`src/rtl/bin2bcd_seq.sv`:
```
// Sequential binary-to-BCD converter (double dabble), one input bit per clock.
// start/busy/done handshake; result and overflow flag held until the next done.
module bin2bcd_seq #(
  parameter int WIDTH  = 8,
  parameter int DIGITS = 3
) (
  input  logic                  clk,
  input  logic                  rst_n,
  input  logic                  start,
  input  logic [WIDTH-1:0]      bin_in,
  output logic                  busy,
  output logic                  done,
  output logic [4*DIGITS-1:0]   bcd_out,
  output logic                  overflow
);

  localparam int CW = $clog2(WIDTH + 1);
  localparam logic [CW-1:0] LAST = CW'(WIDTH - 1);

  typedef enum logic [1:0] {IDLE, SHIFT, DONE} state_e;

  state_e              state_q, state_d;
  logic [WIDTH-1:0]    shift_q, shift_d;
  logic [4*DIGITS-1:0] bcd_q, bcd_d;
  logic [CW-1:0]       cnt_q, cnt_d;
  logic                ovf_q, ovf_d;
  logic [4*DIGITS-1:0] bcd_out_q, bcd_out_d;
  logic                overflow_q, overflow_d;

  logic [4*DIGITS-1:0] adj;
  logic [4*DIGITS-1:0] bcd_nxt;
  logic                ovf_nxt;

  // Add-3 is per digit with no inter-digit carry; a digit never exceeds 9+3=12.
  always_comb begin
    adj = '0;
    for (int i = 0; i < DIGITS; i++) begin
      adj[4*i +: 4] = (bcd_q[4*i +: 4] >= 4'd5) ? bcd_q[4*i +: 4] + 4'd3
                                                 : bcd_q[4*i +: 4];
    end
    bcd_nxt = {adj[4*DIGITS-2:0], shift_q[WIDTH-1]};
    ovf_nxt = ovf_q | adj[4*DIGITS-1];
  end

  // NOTE: every variable gets a default before the case so no latch is inferred.
  always_comb begin
    state_d    = state_q;
    shift_d    = shift_q;
    bcd_d      = bcd_q;
    cnt_d      = cnt_q;
    ovf_d      = ovf_q;
    bcd_out_d  = bcd_out_q;
    overflow_d = overflow_q;
    unique case (state_q)
      IDLE, DONE: begin
        if (start) begin
          shift_d = bin_in;
          bcd_d   = '0;
          ovf_d   = 1'b0;
          cnt_d   = '0;
          state_d = SHIFT;
        end else begin
          state_d = IDLE;
        end
      end
      SHIFT: begin
        shift_d = shift_q << 1;
        bcd_d   = bcd_nxt;
        ovf_d   = ovf_nxt;
        cnt_d   = cnt_q + CW'(1);
        if (cnt_q == LAST) begin
          bcd_out_d  = bcd_nxt;
          overflow_d = ovf_nxt;
          state_d    = DONE;
        end
      end
      default: state_d = IDLE;
    endcase
  end

  // NOTE: sequential state uses non-blocking assignments so all flops update together.
  always_ff @(posedge clk or negedge rst_n) begin
    if (!rst_n) begin
      state_q    <= IDLE;
      shift_q    <= '0;
      bcd_q      <= '0;
      cnt_q      <= '0;
      ovf_q      <= 1'b0;
      bcd_out_q  <= '0;
      overflow_q <= 1'b0;
    end else begin
      state_q    <= state_d;
      shift_q    <= shift_d;
      bcd_q      <= bcd_d;
      cnt_q      <= cnt_d;
      ovf_q      <= ovf_d;
      bcd_out_q  <= bcd_out_d;
      overflow_q <= overflow_d;
    end
  end

  assign busy     = (state_q == SHIFT);
  assign done     = (state_q == DONE);
  assign bcd_out  = bcd_out_q;
  assign overflow = overflow_q;

endmodule

```
`config.mk`:
```
export PLATFORM = sky130hd
export DESIGN_NAME = bin2bcd_seq
export DESIGN_NICKNAME = d
export VERILOG_FILES = /design/src/rtl/bin2bcd_seq.sv
export SDC_FILE = /design/constraint.sdc
export NUM_CORES = 1
export LEC_CHECK = 0
export ABC_AREA = 1
export BUFFER_PORTS_ARGS = -buffer_cell sky130_fd_sc_hd__buf_2
export CORE_MARGIN = 2
export CORE_UTILIZATION = 51
export CTS_CLUSTER_SIZE = 8
export DETAILED_ROUTE_END_ITERATION = 8
export PLACE_DENSITY = 0.73
export SYNTH_ARGS = -nofsm -noshare
export SYNTH_HDL_FRONTEND = slang
export SYNTH_SLANG_ARGS = --single-unit
export TNS_END_PERCENT = 50
```
`constraint.sdc`:
```
create_clock -name clk -period 1.45 [get_ports clk]
set_clock_uncertainty 0.1 [all_clocks]
set_input_delay 0.0725 -clock clk [delete_from_list [all_inputs] [get_ports clk]]
set_output_delay 0.0725 -clock clk [all_outputs]
set_load 0.1 [all_outputs]
```
==> flow_metrics.py <==
metrics = {
    "timing": {
        "fmax_ghz": 0.703,
        "worst_pin_slew_ns": 0.491,
        "setup_viol": 0,
        "fin_crit_sh_pct": 98.1,
        "finalMaxSlewViolations": 0,
        "finalHoldViolCount": 0,
        "rsz0062_at_grt": "true",
        "tns_ns": 0,
        "slew_headroom_pct": 67.5,
        "period_needed_ns": 1.42,
    },
    "yosys": {
        "synth_seq_cells": 40,
        "postSynthNetCount": 247,
        "seq_area_frac_synth_pct": 52.0,
        "synth_cells": 229,
        "postSynthAreaPerCell_um2": 8.40,
        "netlist_area_um2": 1920,
        "yosysUniqueCellTypes": 20,
        "yosysWarnings": 0,
    },
    "run_status": {
        "status": "completed",
    },
    "floorplan": {
        "die_w_um": 65.4,
        "die_y_um": 65.4,
        "core_um2": 3630,
        "rows": 22,
        "start_util_pct": 52.9,
        "ios": 26,
        "fp.dieArea_um2": 4280,
    },
    "final_layout": {
        "fin_util_pct": 70.1,
        "seqCellArea_um2": 1000,
        "layout.nets": 303,
        "drive_gt1_share_pct": 29.7,
        "synthToLayoutAreaGrowth_pct": 32.5,
        "final_area_um2": 2550,
        "layout_common_cells": "nand2_1, dfrtp_1, nand3_1",
        "fill_cells": 290,
        "n_antenna_cell": 0,
        "multi_input_area_um2": 832,
        "final_common_cell": "nand2_1",
    },
    "grt": {
        "grt_antenna_before_repair": 0,
        "grt_pass1_vias": 1578,
        "grt_max_degree": 25,
        "grt_usage_pct": 21.6,
        "grt_overflow": 0,
        "grt_pass1_wl_um": 6990,
    },
    "clock_tree": {
        "cts_sinks": 40,
        "htreeDepth": 2,
        "cts.clk_slew.worst_paths_ns": 0.08,
        "root_buffer": "clkbuf_8",
        "clock_latency_ns": 0.30,
        "tritoncts": "built",
        "numCtsBuffers": 5,
        "clk_path_buf_depth": 2,
    },
    "critical_path": {
        "crit_family": "buffers and inverters",
        "ff2ff_setup_slack_ns": 0.06,
        "rr_worst_depth": 6,
        "cp_num_buf_inv": 4,
        "worstSetupStartpointType": "flop",
        "slowest_stage": "dfrtp_1",
        "worst_ep_required_time_ns": 1.28,
        "path_class": "flop to primary output",
        "crit_chain": "inv_2 -> nand2_4 -> inv_4 -> buf_6 -> buf_12",
        "r2r-start": "bcd_q[0]",
        "crit_arrival_ns": 1.25,
        "end_kind": "primary output",
        "cp_max_fo": 5,
        "critPathMaxStageDelay_ns": 0.39,
        "timing.rr.end": "bcd_q[4]",
    },
    "place": {
        "place_area_um2": 2230,
        "place.gp.congestion": 0.832,
        "dp_hpwl_um": 2840,
        "portBuffers": 25,
    },
    "detailed_routing": {
        "drtPass1Iterations": 4,
        "drt_iter0_drc": 65,
        "vias": 1702,
        "drc": 0,
        "vias_per_cell": 5.10,
        "drt_wl_total_um": 4150,
        "ant_nets": 0,
        "wl_per_cell_um": 12.4,
    },
    "hold_path": {
        "hold_class": "input port to async pin",
    },
    "flow_run": {
        "cap_violations": 0,
    },
}
[Yosys cell counts]
master	count	area, um2
nor2_2	1	6.26
o211ai_1	2	15.0
o22ai_1	3	18.8
buf_4	1	7.51
o221ai_1	5	43.8
a21oi_1	6	30.0
inv_1	29	109
a22o_1	1	8.76
dfrtp_1	40	1000
nor2_1	5	18.8
inv_2	3	11.3
buf_6	2	22.5
buf_2	3	15.0
a31oi_1	1	6.26
nand2_1	72	270
nor2_4	1	11.3
ha_1	7	87.6
o21ai_0	16	80.1
nand2_2	4	25.0
nand3_1	27	135
[registers in the layout, indices dropped and copies added (netlist names)]
| register | flops |
|---|---|
| bcd_out | 12 |
| bcd_q | 12 |
| shift_q | 8 |
| cnt_q | 4 |
| state_q | 2 |
| overflow | 1 |
| ovf_q | 1 |
[through the flow]
step,setup WS (ns),instances,hold slack (ns)
after floorplan,0.0398,229,-0.323
after global placement,-0.0627,313,-0.0745
after detailed placement,-0.0953,313,-0.0663
after CTS,-0.0202,331,0.140
after global routing,-0.0209,334,0.179
final,0.0280,334,0.136
[how the worst max path moves through the flow]
stage	to	start	slack, ns	depth (start not counted)
after floorplan	bcd_q[1]	bcd_q[0]	0.04	8
after global placement	bcd_q[8]	bcd_q[4]	-0.06	7
after detailed placement	bcd_q[8]	bcd_q[5]	-0.1	7
after CTS	busy	state_q[1]	-0.02	5
after global routing	bcd_q[1]	bcd_q[1]	-0.02	8
final	busy	state_q[1]	0.03	5
[cells by family after synthesis]
group | Yosys count | synth area share [%]
flops | 40 | 52.0
fa+ha+maj | 7 | 4.55
simple gates | 110 | 24.3
buf+inv | 38 | 8.59
compound gates | 34 | 10.5
[per-layer routing]
metal | track usage [%] | share of wire [%] | up-vias | wire length [um]
met5 | 0 | 0 | - | 0
met4 | 7.55 | 2.4 | 0 | 98
met3 | 5.14 | 2.8 | 11 | 117
met2 | 37.1 | 50 | 33 | 2070
met1 | 26.6 | 45 | 806 | 1870
li1 | - | - | 852 | -
[final cells by class]
class	count	share of cell area (%)
clock buffer	6	2.85
clock inverter	2	1.37
inverter	32	4.91
multi-input combinational	151	32.6
sequential	40	39.3
tap	48	2.36
timing repair buffer	55	16.5
[what timing repair did]
item | in CTS | in global routing
gates resized for setup | 7 | 31
endpoints found under the setup margin | 17 | 26
setup buffers | 0 | 3
pin swaps | 0 | 6
gates cloned | 0 | 0
endpoints found under the hold margin | 49 | 0
hold buffers | 10 | 0
Power is not shown: default switching activity piles up to over one toggle a cycle in this logic, so the estimate is an artifact.
